[src/rtl/instr_encoder.sv]
// RV32I instruction encoder: turns op/register/immediate requests into words for an imem writer.
// Optional ENC_RANGE_CHECK_EN drops and flags requests whose immediate does not fit its field.
module instr_encoder #(
   parameter logic [31:0] BASE_ADDR = 32'h0000_0000
) (
   input  logic        clk,
   input  logic        rst,
   input  logic        clr,
   input  logic        in_valid,
   output logic        in_ready,
   input  logic [5:0]  in_op,
   input  logic [4:0]  in_rd,
   input  logic [4:0]  in_rs1,
   input  logic [4:0]  in_rs2,
   input  logic [31:0] in_imm,
   input  logic        in_last,
   output logic        out_valid,
   input  logic        out_ready,
   output logic [31:0] out_instr,
   output logic [31:0] out_addr,
   output logic        done,
   output logic        err_op,
   output logic        err_range
);

   localparam logic [1:0] StIdle = 2'd0;
   localparam logic [1:0] StRun  = 2'd1;
   localparam logic [1:0] StDone = 2'd2;

   localparam logic [3:0] FmtBad   = 4'd0;
   localparam logic [3:0] FmtR     = 4'd1;
   localparam logic [3:0] FmtI     = 4'd2;
   localparam logic [3:0] FmtSh    = 4'd3;
   localparam logic [3:0] FmtLd    = 4'd4;
   localparam logic [3:0] FmtSt    = 4'd5;
   localparam logic [3:0] FmtBr    = 4'd6;
   localparam logic [3:0] FmtJal   = 4'd7;
   localparam logic [3:0] FmtJalr  = 4'd8;
   localparam logic [3:0] FmtLui   = 4'd9;
   localparam logic [3:0] FmtAuipc = 4'd10;

   logic [1:0]  state_q, state_d;
   logic        out_valid_q, out_valid_d;
   logic [31:0] out_instr_q;
   logic [31:0] addr_q, addr_d;
   logic        err_op_q;
   logic        last_q, last_d;
   logic [3:0]  fmt;
   logic [2:0]  f3;
   logic [6:0]  f7;
   logic [31:0] enc_word;
   logic        op_bad, range_bad, accept, emit, handshake;

   always_comb begin
      fmt = FmtBad;
      f3  = 3'd0;
      f7  = 7'd0;
      case (in_op)
         6'd0:  fmt = FmtR;
         6'd1:  begin fmt = FmtR;  f7 = 7'h20; end
         6'd2:  begin fmt = FmtR;  f3 = 3'd4; end
         6'd3:  begin fmt = FmtR;  f3 = 3'd6; end
         6'd4:  begin fmt = FmtR;  f3 = 3'd7; end
         6'd5:  begin fmt = FmtR;  f3 = 3'd1; end
         6'd6:  begin fmt = FmtR;  f3 = 3'd5; end
         6'd7:  begin fmt = FmtR;  f3 = 3'd5; f7 = 7'h20; end
         6'd8:  begin fmt = FmtR;  f3 = 3'd2; end
         6'd9:  begin fmt = FmtR;  f3 = 3'd3; end
         6'd10: fmt = FmtI;
         6'd11: begin fmt = FmtI;  f3 = 3'd4; end
         6'd12: begin fmt = FmtI;  f3 = 3'd6; end
         6'd13: begin fmt = FmtI;  f3 = 3'd7; end
         6'd14: begin fmt = FmtSh; f3 = 3'd1; end
         6'd15: begin fmt = FmtSh; f3 = 3'd5; end
         6'd16: begin fmt = FmtSh; f3 = 3'd5; f7 = 7'h20; end
         6'd17: begin fmt = FmtI;  f3 = 3'd2; end
         6'd18: begin fmt = FmtI;  f3 = 3'd3; end
         6'd19: fmt = FmtLd;
         6'd20: begin fmt = FmtLd; f3 = 3'd1; end
         6'd21: begin fmt = FmtLd; f3 = 3'd2; end
         6'd22: begin fmt = FmtLd; f3 = 3'd4; end
         6'd23: begin fmt = FmtLd; f3 = 3'd5; end
         6'd24: fmt = FmtSt;
         6'd25: begin fmt = FmtSt; f3 = 3'd1; end
         6'd26: begin fmt = FmtSt; f3 = 3'd2; end
         6'd27: fmt = FmtBr;
         6'd28: begin fmt = FmtBr; f3 = 3'd1; end
         6'd29: begin fmt = FmtBr; f3 = 3'd4; end
         6'd30: begin fmt = FmtBr; f3 = 3'd5; end
         6'd31: begin fmt = FmtBr; f3 = 3'd6; end
         6'd32: begin fmt = FmtBr; f3 = 3'd7; end
         6'd33: fmt = FmtJal;
         6'd34: fmt = FmtJalr;
         6'd35: fmt = FmtLui;
         6'd36: fmt = FmtAuipc;
         default: fmt = FmtBad;
      endcase
   end

   always_comb begin
      enc_word = 32'd0;
      case (fmt)
         FmtR:     enc_word = {f7, in_rs2, in_rs1, f3, in_rd, 7'b0110011};
         FmtI:     enc_word = {in_imm[11:0], in_rs1, f3, in_rd, 7'b0010011};
         FmtSh:    enc_word = {f7, in_imm[4:0], in_rs1, f3, in_rd, 7'b0010011};
         FmtLd:    enc_word = {in_imm[11:0], in_rs1, f3, in_rd, 7'b0000011};
         FmtSt:    enc_word = {in_imm[11:5], in_rs2, in_rs1, f3, in_imm[4:0], 7'b0100011};
         FmtBr:    enc_word = {in_imm[12], in_imm[10:5], in_rs2, in_rs1, f3, in_imm[4:1],
                               in_imm[11], 7'b1100011};
         FmtJal:   enc_word = {in_imm[20], in_imm[10:1], in_imm[11], in_imm[19:12], in_rd,
                               7'b1101111};
         FmtJalr:  enc_word = {in_imm[11:0], in_rs1, 3'b000, in_rd, 7'b1100111};
         FmtLui:   enc_word = {in_imm[19:0], in_rd, 7'b0110111};
         FmtAuipc: enc_word = {in_imm[19:0], in_rd, 7'b0010111};
         default:  enc_word = 32'd0;
      endcase
   end

   assign in_ready  = (state_q != StDone) && (!out_valid_q || out_ready);
   assign accept    = in_valid && in_ready;
   assign op_bad    = (fmt == FmtBad);
   assign emit      = accept && !op_bad && !range_bad;
   assign handshake = out_valid_q && out_ready;

   assign out_valid_d = emit || (out_valid_q && !out_ready);
   assign addr_d      = handshake ? addr_q + 32'd4 : addr_q;
   assign last_d      = last_q || (accept && in_last);

   // Done only once the final request has left the output register (sent or dropped).
   always_comb begin
      state_d = state_q;
      case (state_q)
         StIdle, StRun: begin
            if (last_d && !out_valid_d) state_d = StDone;
            else if (accept)            state_d = StRun;
         end
         default: state_d = state_q;
      endcase
   end

   always_ff @(posedge clk) begin
      if (rst) begin
         state_q     <= StIdle;
         out_valid_q <= 1'b0;
         out_instr_q <= 32'd0;
         addr_q      <= BASE_ADDR;
         err_op_q    <= 1'b0;
         last_q      <= 1'b0;
      end else if (clr) begin
         state_q     <= StIdle;
         out_valid_q <= 1'b0;
         addr_q      <= BASE_ADDR;
         err_op_q    <= 1'b0;
         last_q      <= 1'b0;
      end else begin
         state_q     <= state_d;
         out_valid_q <= out_valid_d;
         addr_q      <= addr_d;
         last_q      <= last_d;
         if (emit)            out_instr_q <= enc_word;
         if (accept && op_bad) err_op_q   <= 1'b1;
      end
   end

`ifdef ENC_RANGE_CHECK_EN
   logic imm_fits;
   logic err_range_q;

   always_comb begin
      case (fmt)
         FmtI, FmtLd, FmtSt, FmtJalr: imm_fits = (&in_imm[31:11]) || !(|in_imm[31:11]);
         FmtSh:            imm_fits = !(|in_imm[31:5]);
         FmtBr:            imm_fits = ((&in_imm[31:12]) || !(|in_imm[31:12])) && !in_imm[0];
         FmtJal:           imm_fits = ((&in_imm[31:20]) || !(|in_imm[31:20])) && !in_imm[0];
         FmtLui, FmtAuipc: imm_fits = !(|in_imm[31:20]);
         default:          imm_fits = 1'b1;
      endcase
   end
   assign range_bad = !imm_fits;

   always_ff @(posedge clk) begin
      if (rst || clr)                       err_range_q <= 1'b0;
      else if (accept && !op_bad && range_bad) err_range_q <= 1'b1;
   end
   assign err_range = err_range_q;
`else
   logic unused_imm;
   assign unused_imm = ^in_imm[31:21];
   assign range_bad  = 1'b0;
   assign err_range  = 1'b0;
`endif

   assign out_valid = out_valid_q;
   assign out_instr = out_instr_q;
   assign out_addr  = addr_q;
   assign done      = (state_q == StDone);
   assign err_op    = err_op_q;

endmodule

[config.mk]
export PLATFORM = sky130hd
export DESIGN_NAME = instr_encoder
export DESIGN_NICKNAME = d
export VERILOG_FILES = /design/src/rtl/instr_encoder.sv
export SDC_FILE = /design/constraint.sdc
export NUM_CORES = 1
export LEC_CHECK = 0
export ABC_CLOCK_PERIOD_IN_PS = 2000
export BUFFER_PORTS_ARGS = -buffer_cell sky130_fd_sc_hd__buf_2
export CAP_MARGIN = 40
export CORE_MARGIN = 2
export CORE_UTILIZATION = 40
export CTS_BUF_LIST = sky130_fd_sc_hd__clkbuf_8
export DETAILED_ROUTE_END_ITERATION = 8
export PLACE_DENSITY = 0.77
export SLEW_MARGIN = 0
export SYNTH_ARGS = -nofsm -noshare
export SYNTH_HDL_FRONTEND = slang
export SYNTH_SLANG_ARGS = --single-unit
[constraint.sdc]
create_clock -name clk -period 2 [get_ports clk]
set_input_delay 0.2 -clock clk [delete_from_list [all_inputs] [get_ports clk]]
set_output_delay 0.2 -clock clk [all_outputs]
set_load 0.01 [all_outputs]
==> qor.log, run 1 <==
qor: outcome.outcome finished clean
qor: synth.yosys.area_share.simple 29.9%
qor: finish.fillCellCount 859
qor: placed_design.port_buffers 113
qor: timing.finalMaxSlewViolations 0
qor: synth.synthMuxAreaShare 0%
qor: synth.synth_cell_count_leaders sky130_fd_sc_hd__nor2_1, sky130_fd_sc_hd__dfxtp_1, sky130_fd_sc_hd__nand2_1
qor: clocking.post_cts_hold_buffer_count 0
qor: synth.post_synthesis_compound_gate_area_fraction 19.9%
qor: global_routing.grt_start_max_net_pins 33
qor: synth.asyncSetResetFlopFracSynth 0%
qor: finish.finalCoreUtilization 52.8%
qor: global_routing.global_route.usage.total 22.7%
qor: timing.fin_skew 0.00992 ns
qor: clocking.clockBufferDepth 2
qor: clocking.clkSinkCount 66
qor: floorplanning.row_count 34
qor: floorplanning.initial_core_util 41.4%
qor: synth.yosysWarningCount 0
qor: worst_setup_path.path_cells ha_1, nand4_1, or3_1, nor4_1, xnor2_1, nor2_1
qor: routing.avgViaCountPerCell 5.69
qor: worst_setup_path.arrival 2.05 ns
qor: floorplanning.fp.dieW 99.0 µm
qor: routing.wirelength 11000 µm
qor: worst_setup_path.timing.critical_path.max_delay_family simple AND/OR/NAND/NOR gates
qor: floorplanning.core_region_area 0.00872 mm²
qor: synth.synth-xor-area-share 6.56%
qor: synth.synth.avg_cell_area 7.95 µm²
qor: pwr.power 3.07 mW
qor: synth.synth_adder_area_share 0.624%
qor: pwr.p_leak 1.94 nW
qor: clocking.clock_tree.htree_level_count 3
qor: finish.antenna_cells 0
qor: clocking.clkLatencyLatePin 0.34 ns
qor: finish.multiInputGateArea 0.00207 mm²
qor: synth.most_area_hungry_cell_type_in_the_yosys_netlist sky130_fd_sc_hd__dfxtp_1
qor: synth.post_synth_main_area_contributors sky130_fd_sc_hd__dfxtp_1, sky130_fd_sc_hd__nor2_1, sky130_fd_sc_hd__xor2_1
qor: finish.final_layout_size_suffix_gt1_share 29.9%
qor: synth.synth_top_family_by_area simple AND/OR/NAND/NOR gates
qor: synth.synthDistinctLibCells 60
qor: floorplanning.floorplan.io_pins 128
qor: worst_hold_path.min-delay-path-class primary input to flop
qor: timing.setup_failing_eps_final 0
qor: clocking.tritoncts built
qor: clocking.worst_setup_hold_path_clk_slew 0.08 ns
qor: synth.seq_cells_post_synth 66
qor: global_routing.grt_pass1_wl 18100 µm
qor: clocking.cts-buffers-inserted 9
qor: synth.synth_top_area_share 36.6%
qor: synth.netlist_instances 454
qor: routing.route.antenna.remaining_nets 0
qor: clocking.cts_post_setup_buffers_inserted 0
qor: finish.final_nets 634
qor: worst_setup_path.critPathCaptureType flop
qor: routing.detail_route.wl_per_cell 16.0 µm
qor: global_routing.first_global_vias 3731
qor: synth.synth_area 0.00361 mm²
qor: timing.finalWorstPathRequiredPeriod 1.83 ns
qor: timing.tightest_slew 0.576 ns
qor: synth.synth-edff-count 0
qor: global_routing.antenna_found_initial 1
qor: worst_setup_path.cp.required 2.21 ns
qor: placed_design.detailed_place_hpwl 8530 µm
qor: timing.timing.setup.tns 0 ns
qor: clocking.ctsResizeCount 0
qor: timing.unrepaired_setup_endpoints_after_global_routing no
qor: pwr.vdd_ir_drop_max 0.365 mV
qor: routing.vias 3907
qor: timing.fmax 545 MHz
qor: clocking.root_buffer_master sky130_fd_sc_hd__clkbuf_8
qor: pwr.power.density_cell_area 668 mW/mm²
qor: synth.yosysMostFrequentCell sky130_fd_sc_hd__nor2_1
qor: timing.post-route-period-util 91.7%
qor: worst_setup_path.critical_path.max_stage_delay 0.47 ns
qor: synth.synthFlopType sky130_fd_sc_hd__dfxtp_1
qor: floorplanning.die_height 99.0 µm
qor: placed_design.place.gp.congestion 0.961
qor: synth.ys_seq_area_share 36.6%
qor: worst_setup_path.critical_path.slowest_cell sky130_fd_sc_hd__or3_1
qor: timing.final-hold-violation-count 0
qor: worst_setup_path.worst_setup_path_start_kind flop
qor: worst_setup_path.timing.critical_path.fanout_max 5
qor: routing.drcViolationCount 0
qor: routing.number_of_detailed_routing_iterations_run_before_antenna_repair 5
qor: worst_setup_path.timing_worst_setup_path_type flop to flop
qor: finish.syn2layout_area_growth 27.5%
qor: global_routing.globalRoute.totalOverflow 0
qor: floorplanning.fp.dieArea 0.00979 mm²
qor: routing.initialDrtViolationCount 191
qor: job.cap_violations 0
qor: timing.slew_limit_headroom 60.6%
qor: finish.final-seq-area 0.00132 mm²
qor: worst_setup_path.cp.buffers_inverters 0
-- layout by cell type, fill, tap and decap left out, types with 3 or more instances in the layout --
master                     instances
sky130_fd_sc_hd__o21ai_1           5
sky130_fd_sc_hd__a222oi_1          6
sky130_fd_sc_hd__xor2_1           14
sky130_fd_sc_hd__a32oi_1           5
sky130_fd_sc_hd__nor3b_1           4
sky130_fd_sc_hd__and4_1            5
sky130_fd_sc_hd__buf_4            32
sky130_fd_sc_hd__o211ai_1          4
sky130_fd_sc_hd__inv_2             3
sky130_fd_sc_hd__conb_1            3
sky130_fd_sc_hd__inv_1            10
sky130_fd_sc_hd__nand3_1          20
sky130_fd_sc_hd__nand2_1          29
sky130_fd_sc_hd__a211o_1           3
sky130_fd_sc_hd__a21oi_1          18
sky130_fd_sc_hd__clkbuf_8          9
sky130_fd_sc_hd__nand2b_1          7
sky130_fd_sc_hd__a211oi_1         11
sky130_fd_sc_hd__xnor2_1          13
sky130_fd_sc_hd__o21ai_0           7
sky130_fd_sc_hd__a311oi_1          7
sky130_fd_sc_hd__buf_2           113
sky130_fd_sc_hd__or4_1             3
sky130_fd_sc_hd__and2_1            3
sky130_fd_sc_hd__and3_1            9
sky130_fd_sc_hd__nor4_1            4
sky130_fd_sc_hd__nor2b_1           4
sky130_fd_sc_hd__a31oi_1           3
sky130_fd_sc_hd__or3_1             8
sky130_fd_sc_hd__dfxtp_1          66
sky130_fd_sc_hd__a221oi_1         11
sky130_fd_sc_hd__nor3_1           19
sky130_fd_sc_hd__nand4_1          12
sky130_fd_sc_hd__nor2_1           70
-- tightest hold or removal path: cells and delay by family --
family	cells	cell delay, ns
AOI/OAI and AO/OA	1	0.07
and+or+nand+nor	1	0.07
buffers and inverters	1	0.07
-- logic make-up after synthesis --
group,Yosys count
other cells,1
xor+xnor,27
fa+ha+maj,2
compound gates,98
simple gates,209
flops,66
buf+inv,51
-- registers in the layout, indices dropped and copies added (netlist names) --
signal,flops
out_instr,31
last_q,1
err_op,1
out_addr,30
out_valid,1
state_q,2
-- metrics by stage --
step                instances  hold WS (ns)  instance area (µm²)  worst slack, ns
global placement          671         0.439                 4380           0.0193
floorplan                 456         0.351                 3610            0.253
global route              687         0.143                 4600          0.00459
CTS                       687         0.104                 4600            0.135
detailed placement        671         0.443                 4380          -0.0319
finish                    687         0.115                 4600            0.166
-- path summary, 6_finish.rpt --
path | from | end | slack (ns) | depth (start not counted)
max | out_addr[2]$_SDFFE_PP0P_ | out_addr[22]$_SDFFE_PP0P_ | 0.17 | 6
min | in_last | last_q$_SDFF_PP0_ | 0.12 | 3
max reg2reg | out_addr[2]$_SDFFE_PP0P_ | out_addr[22]$_SDFFE_PP0P_ | 0.17 | 6
min reg2reg | last_q$_SDFF_PP0_ | last_q$_SDFF_PP0_ | 0.46 | 2
-- layer usage --
layer | GRT usage [%] | up-vias | part of all wire (%)
met5 | 0 | - | 0.12
met4 | 7.90 | 2 | 2.3
met3 | 6.74 | 27 | 8.6
met2 | 38.5 | 163 | 48
met1 | 27.5 | 1820 | 41
li1 | - | 1895 | -
-- power by group --
part	switching, mW	internal [mW]
sequential	0.0227	1.35
clock	0.529	0.702
combinational	0.278	0.186
total	0.829	2.24
-- area by class of cell --
class / count / area share, %
inverters: 13 / 1.06
multi-input cells: 339 / 45.0
clock inverters: 7 / 2.04
well taps: 108 / 2.94
flip-flops and latches: 66 / 28.7
clock buffers: 9 / 2.69
repair buffers: 145 / 17.5
Power figures use the tool's default switching activity.
==> run 2, diff against run 1 <==
Settings changed: ABC_AREA set to 1, PLACE_DENSITY 0.77 to 0.66.
==> run 2 against run 1 <==
  * Count of clock-buffer cells in the layout increased by 1
  * Final cell count increased by 33%
  * Register-to-register slack about the same
  * Area after synthesis increased by 8.4%
  * Global-route usage increased by 0.81 points
  * Core utilization increased by 1.3 points
==> qor.log, run 2 <==
qor: outcome.outcome finished clean
qor: pwr.power.share.combinational 16.0%
qor: finish.syn2layout_area_growth 33.4%
qor: timing.fmax 545 MHz
qor: clocking.root_buffer_master sky130_fd_sc_hd__clkbuf_8
qor: synth.synth_cell_count_leaders sky130_fd_sc_hd__nand2_1, sky130_fd_sc_hd__nor2_1, sky130_fd_sc_hd__dfxtp_1
qor: placed_design.placedCellCount 898
qor: finish.largest_reg_flops 31
qor: floorplanning.initial_core_util 40.6%
qor: finish.antenna_cells 0
qor: pwr.power.density_cell_area 590 mW/mm²
qor: finish.final_common_cell sky130_fd_sc_hd__nand2_1
qor: routing.initialDrtViolationCount 255
qor: synth.seq_cells_post_synth 66
qor: pwr.power 3.08 mW
qor: clocking.clockBufferDepth 2
qor: synth.synth-edff-count 0
qor: timing.finalWorstPathRequiredPeriod 1.83 ns
qor: worst_setup_path.worst_setup_path_start_kind flop
qor: global_routing.global_route.usage.total 23.5%
qor: clocking.worst_setup_hold_path_clk_slew 0.07 ns
qor: worst_setup_path.arrival 2.12 ns
qor: routing.number_of_detailed_routing_iterations_run_before_antenna_repair 8
qor: routing.avgViaCountPerCell 5.02
qor: worst_hold_path.min-delay-path-class primary input to flop
qor: timing.unrepaired_setup_endpoints_after_global_routing no
qor: floorplanning.floorplan.io_pins 128
qor: worst_setup_path.timing_worst_setup_path_type flop to flop
qor: floorplanning.row_count 36
qor: floorplanning.die_height 103 µm
qor: finish.final_cell_mix sky130_fd_sc_hd__nand2_1, sky130_fd_sc_hd__buf_2, sky130_fd_sc_hd__nor2_1
qor: clocking.clock_tree.htree_level_count 3
qor: global_routing.grt_pass1_wl 19700 µm
qor: placed_design.place.gp.congestion 0.945
qor: timing.finalMaxSlewViolations 0
qor: worst_setup_path.timing.critical_path.fanout_max 5
qor: synth.yosysMostFrequentCell sky130_fd_sc_hd__nand2_1
qor: floorplanning.fp.dieW 103 µm
qor: clocking.post_cts_hold_buffer_count 0
qor: finish.final_nets 838
qor: global_routing.grt_start_max_net_pins 32
qor: pwr.power_report.internal_total 2.25 mW
qor: pwr.p_leak 2.52 nW
qor: pwr.vdd_ir_drop_max 0.275 mV
qor: global_routing.antenna_found_initial 0
qor: timing.setup_failing_eps_final 0
qor: finish.layout.cells.non_filler 915
qor: timing.fin_skew 0.0120 ns
qor: finish.finalInstanceArea 0.00522 mm²
qor: routing.route.antenna.remaining_nets 0
qor: clocking.cts-buffers-inserted 9
qor: global_routing.met2_usage 39.6%
qor: worst_setup_path.critPathCaptureType flop
qor: synth.synthFlopType sky130_fd_sc_hd__dfxtp_1
qor: timing.timing.setup.tns 0 ns
qor: pwr.clock_power_share 40.1%
qor: worst_setup_path.cp.required 2.28 ns
qor: synth.post_synth_main_area_contributors sky130_fd_sc_hd__dfxtp_1, sky130_fd_sc_hd__nand2_1, sky130_fd_sc_hd__a21oi_1
qor: timing.final-hold-violation-count 0
qor: synth.synth.avg_cell_area 6.25 µm²
qor: synth.synth_top_area_share 33.8%
qor: placed_design.placedInstanceArea 0.00492 mm²
qor: synth.yosysWarningCount 0
qor: timing.post-route-period-util 91.7%
qor: global_routing.first_global_vias 4209
qor: routing.drcViolationCount 0
qor: global_routing.grt.busiest_layer met2
qor: synth.synthDistinctLibCells 35
qor: placed_design.detailed_place_hpwl 9510 µm
qor: routing.wirelength 12100 µm
qor: synth.netlist_instances 625
qor: global_routing.groute.layer.met3.usage 7.12%
qor: clocking.clkLatencyLatePin 0.34 ns
qor: placed_design.port_buffers 113
qor: pwr.power.share.switching 26.8%
qor: routing.detail_route.wl_per_cell 13.3 µm
qor: job.cap_violations 0
qor: routing.vias 4593
qor: synth.synth_area 0.00391 mm²
qor: pwr.p_sw 0.823 mW
qor: global_routing.grt.met1_usage 28.8%
qor: clocking.clkSinkCount 66
qor: finish.final_layout_size_suffix_gt1_share 26.2%
qor: synth.most_area_hungry_cell_type_in_the_yosys_netlist sky130_fd_sc_hd__dfxtp_1
qor: floorplanning.core_region_area 0.00964 mm²
qor: floorplanning.fp.dieArea 0.0106 mm²
qor: clocking.tritoncts built
qor: finish.finalCoreUtilization 54.1%
qor: synth.ys_seq_area_share 33.8%
qor: synth.asyncSetResetFlopFracSynth 0%
qor: pwr.share_seq_of_total_power 43.9%
qor: global_routing.globalRoute.totalOverflow 0
==> run 2: what timing repair did <==
action / 4_1_cts / 5_1_grt
buffers inserted: 1 / 1
resized for setup: 1 / 18
hold endpoints to repair: 0 / 0
pin swaps: 1 / 5
endpoints found under the setup margin: 2 / 11
==> run 2: path summary, 6_finish.rpt <==
check,start,cells past startpoint,slack (ns),to
worst max-delay path,out_addr[3]$_SDFFE_PP0P_,11,0.17,out_addr[22]$_SDFFE_PP0P_
worst min-delay path,out_ready,4,0.21,out_valid$_SDFF_PP0_
worst max register to register,out_addr[3]$_SDFFE_PP0P_,11,0.17,out_addr[22]$_SDFFE_PP0P_
worst min register to register,out_instr[3]$_SDFFE_PP0P_,2,0.46,out_instr[3]$_SDFFE_PP0P_
==> run 2: layout make-up <==
class / instances / area (µm²)
Fill cell: 991 / 4420
Multi-Input combinational cell: 475 / 2290
Sequential cell: 66 / 1320
Timing Repair Buffer: 160 / 968
Inverter: 66 / 248
Tap cell: 133 / 166
Clock buffer: 10 / 138
Clock inverter: 5 / 78.8
==> run 2: critical path: stages, from the launching register on <==
cell	delay, ns
sky130_fd_sc_hd__dfxtp_2	0.33
sky130_fd_sc_hd__ha_2	0.19
sky130_fd_sc_hd__nand3_1	0.09
sky130_fd_sc_hd__nor2_2	0.15
sky130_fd_sc_hd__nand2_2	0.09
sky130_fd_sc_hd__nor2_4	0.13
sky130_fd_sc_hd__nand2_2	0.09
sky130_fd_sc_hd__nor3_4	0.23
sky130_fd_sc_hd__nand2_2	0.11
sky130_fd_sc_hd__buf_4	0.15
sky130_fd_sc_hd__xor2_1	0.13
sky130_fd_sc_hd__nor2_1	0.09
==> run 2: logic make-up (layout without fill, tap and decap cells) <==
logic type / Yosys count / after routing / share of synthesized area [%]
xor gates and xnor gates: 13 / 13 / 2.91
buffers and inverters: 86 / 241 / 9.25
other: 1 / 3 / 0.0959
DFF: 66 / 66 / 33.8
AOI/OAI and AO/OA: 113 / 113 / 15.7
and+or+nand+nor: 345 / 345 / 38.0
adders and majority gates: 1 / 1 / 0.320
==> run 2: power by group through the flow <==
stage	clock network, mW	logic, mW	registers (mW)
detailed placement	0	0.487	1.38
floorplan	0	0.260	1.39
global placement	0	0.485	1.38
CTS	1.26	0.488	1.35
finish	1.23	0.491	1.35
global route	1.32	0.550	1.35
==> run 2: stage by stage <==
stage | hold slack (ns) | setup slack (ns)
finish | 0.206 | 0.166
global route | 0.203 | 0.00649
CTS | 0.190 | 0.0603
detailed placement | 0.453 | 0.00753
global placement | 0.444 | 0.0238
floorplan | 0.269 | 0.00516
==> run 2: per-layer routing <==
metal | wire length (µm) | part of all wire [%]
met5 | 0 | 0
met4 | 257 | 2.1
met3 | 1050 | 8.7
met2 | 5610 | 46
met1 | 5200 | 43
==> run 3, diff against run 2 <==
--- a/config.mk
+++ b/config.mk
@@ -9,3 +9,2 @@
 export ABC_CLOCK_PERIOD_IN_PS = 2000
-export BUFFER_PORTS_ARGS = -buffer_cell sky130_fd_sc_hd__buf_2
 export CAP_MARGIN = 40
@@ -15,3 +14,4 @@
 export DETAILED_ROUTE_END_ITERATION = 8
-export PLACE_DENSITY = 0.66
+export DONT_BUFFER_PORTS = 1
+export GPL_ROUTABILITY_DRIVEN = 0
 export SLEW_MARGIN = 0
==> constraint.sdc (replaced) <==
create_clock -name clk -period 2 [get_ports clk]
set_input_delay 0.1 -clock clk [delete_from_list [all_inputs] [get_ports clk]]
set_output_delay 0.1 -clock clk [all_outputs]
set_load 0.01 [all_outputs]
==> run 3 against run 2 <==
  * Via count decreased by 8.9%
  * Highest routed layer unchanged
  * Register-to-register slack about the same
  * Final area decreased by 9.3%
  * Count of clock-buffer cells in the layout unchanged
  * Critical path type unchanged
==> qor.log, run 3 (synthesized netlist as in run 2, its figures left out) <==
qor: outcome.outcome finished clean
qor: pwr.vdd_ir_drop_max 0.330 mV
qor: floorplanning.fp.dieArea 0.0106 mm²
qor: finish.largest_reg_flops 31
qor: clocking.clkLatencyLatePin 0.34 ns
qor: timing.fin_skew 0.0128 ns
qor: worst_setup_path.critical_path.slowest_cell sky130_fd_sc_hd__dfxtp_1
qor: routing.initialDrtViolationCount 149
qor: routing.vias 4185
qor: routing.avgViaCountPerCell 5.20
qor: floorplanning.initial_core_util 40.6%
qor: timing.setup_failing_eps_final 0
qor: worst_setup_path.critPathCaptureType flop
qor: global_routing.global_route.usage.total 22.1%
qor: finish.antenna_cells 0
qor: clocking.cts-buffers-inserted 9
qor: finish.final_common_cell sky130_fd_sc_hd__nand2_1
qor: timing.finalWorstPathRequiredPeriod 1.82 ns
qor: job.cap_violations 0
qor: placed_design.placedInstanceArea 0.00421 mm²
qor: timing.post-route-period-util 91.1%
qor: finish.final_cell_mix sky130_fd_sc_hd__nand2_1, sky130_fd_sc_hd__nor2_1, sky130_fd_sc_hd__dfxtp_1
qor: worst_setup_path.timing_worst_setup_path_type flop to flop
qor: finish.syn2layout_area_growth 21.0%
qor: clocking.clkSinkCount 66
qor: floorplanning.fp.dieW 103 µm
qor: finish.final_nets 727
qor: pwr.power.density_cell_area 696 mW/mm²
qor: worst_setup_path.cp.required 2.28 ns
qor: pwr.p_leak 1.97 nW
qor: clocking.clock_tree.htree_level_count 3
qor: worst_setup_path.timing.critical_path.fanout_max 5
qor: placed_design.port_buffers 0
qor: routing.detail_route.wl_per_cell 14.8 µm
qor: timing.timing.setup.tns 0 ns
qor: global_routing.grt_pass1_wl 18300 µm
qor: routing.drcViolationCount 0
qor: finish.finalInstanceArea 0.00473 mm²
qor: worst_setup_path.path_cells ha_2, nand3_1, nor2_2, nand2_1, nor2_2, nand2_1, nor3_2, nand2_2, o21ai_0, nor3b_2
qor: worst_hold_path.min-delay-path-class primary input to flop
qor: worst_setup_path.critical_path.max_stage_delay 0.35 ns
qor: floorplanning.row_count 36
qor: worst_setup_path.worst_setup_path_start_kind flop
qor: floorplanning.die_height 103 µm
qor: clocking.tritoncts built
qor: routing.number_of_detailed_routing_iterations_run_before_antenna_repair 5
qor: worst_setup_path.arrival 2.10 ns
qor: global_routing.globalRoute.totalOverflow 0
qor: timing.finalMaxSlewViolations 0
qor: clocking.worst_setup_hold_path_clk_slew 0.08 ns
qor: timing.final-hold-violation-count 0
qor: global_routing.antenna_found_initial 0
qor: floorplanning.floorplan.io_pins 128
qor: floorplanning.core_region_area 0.00964 mm²
qor: global_routing.grt_start_max_net_pins 32
qor: clocking.root_buffer_master sky130_fd_sc_hd__clkbuf_8
qor: finish.layout.cells.non_filler 805
qor: timing.fmax 549 MHz
qor: finish.fillCellCount 1033
qor: placed_design.placedCellCount 771
qor: clocking.clockBufferDepth 2
qor: global_routing.first_global_vias 3884
qor: placed_design.detailed_place_hpwl 8830 µm
qor: finish.final_layout_size_suffix_gt1_share 11.6%
qor: routing.wirelength 11900 µm
qor: routing.route.antenna.remaining_nets 0
qor: finish.finalCoreUtilization 49.1%
[run 3: cell count changes in the layout (fill, tap and decap cells not counted), moves of 3 or more]
cell	delta
sky130_fd_sc_hd__nor2_2	+3
sky130_fd_sc_hd__dlygate4sd3_1	+15
sky130_fd_sc_hd__buf_4	-13
sky130_fd_sc_hd__buf_2	-113
[run 3: stage by stage]
step | hold WS [ns] | total power, mW | setup slack [ns]
after floorplan | 0.169 | 1.65 | 0.00516
after global placement | 0.171 | 1.71 | 0.104
after detailed placement | 0.174 | 1.72 | 0.0668
after CTS | 0.00183 | 3.31 | 0.0357
after global routing | 0.00607 | 3.43 | -0.0171
final | 0.00730 | 3.29 | 0.179
[run 3: power breakdown]
group          leakage (nW)  switching, mW  internal, mW
Combinational          1.30          0.247         0.139
Sequential            0.533         0.0267          1.34
Clock                 0.137          0.549         0.993
[run 3: worst paths after layout]
path | from | end | slack (ns) | depth (start not counted)
min | in_imm[16] | out_instr[28]$_SDFFE_PP0P_ | 0.007 | 4
max | out_addr[2]$_SDFFE_PP0P_ | out_addr[30]$_SDFFE_PP0P_ | 0.18 | 10
max reg2reg | out_addr[2]$_SDFFE_PP0P_ | out_addr[30]$_SDFFE_PP0P_ | 0.18 | 10
min reg2reg | state_q[1]$_SDFFE_PP0P_ | state_q[0]$_SDFFE_PP0P_ | 0.48 | 2
[run 3: critical path: cells and delay by family, from the launching register on]
| kind | cells | cell delay [ns] |
|---|---|---|
| AND/OR/NAND/NOR | 8 | 1.05 |
| AO/OA/AOI/OAI | 1 | 0.16 |
| flip-flops | 1 | 0.35 |
| adder cells (fa/ha/maj) | 1 | 0.20 |
[run 3: what timing repair did]
action / 4_1_cts / 5_1_grt
resized for setup: 0 / 14
setup endpoints to repair: 0 / 31
setup buffers: 0 / 1
hold endpoints to repair: 32 / 0
hold buffers: 16 / 0
[run 3: area by class of cell]
class,instances,area [µm²],area share (%)
well taps,133,166,3.52
flip-flops and latches,66,1320,27.9
clock inverters,6,138,2.91
clock buffers,10,138,2.91
repair buffers,48,435,9.20
inverters,66,248,5.24
multi-input cells,476,2280,48.3
[run 3: routing by layer]
layer | track usage (%) | wire (µm) | share of wire, %
met1 | 24.6 | 4750 | 40
met2 | 38.2 | 5760 | 48
met4 | 9.11 | 247 | 2.1
met3 | 8.34 | 1150 | 9.7
met5 | 0 | 0 | 0
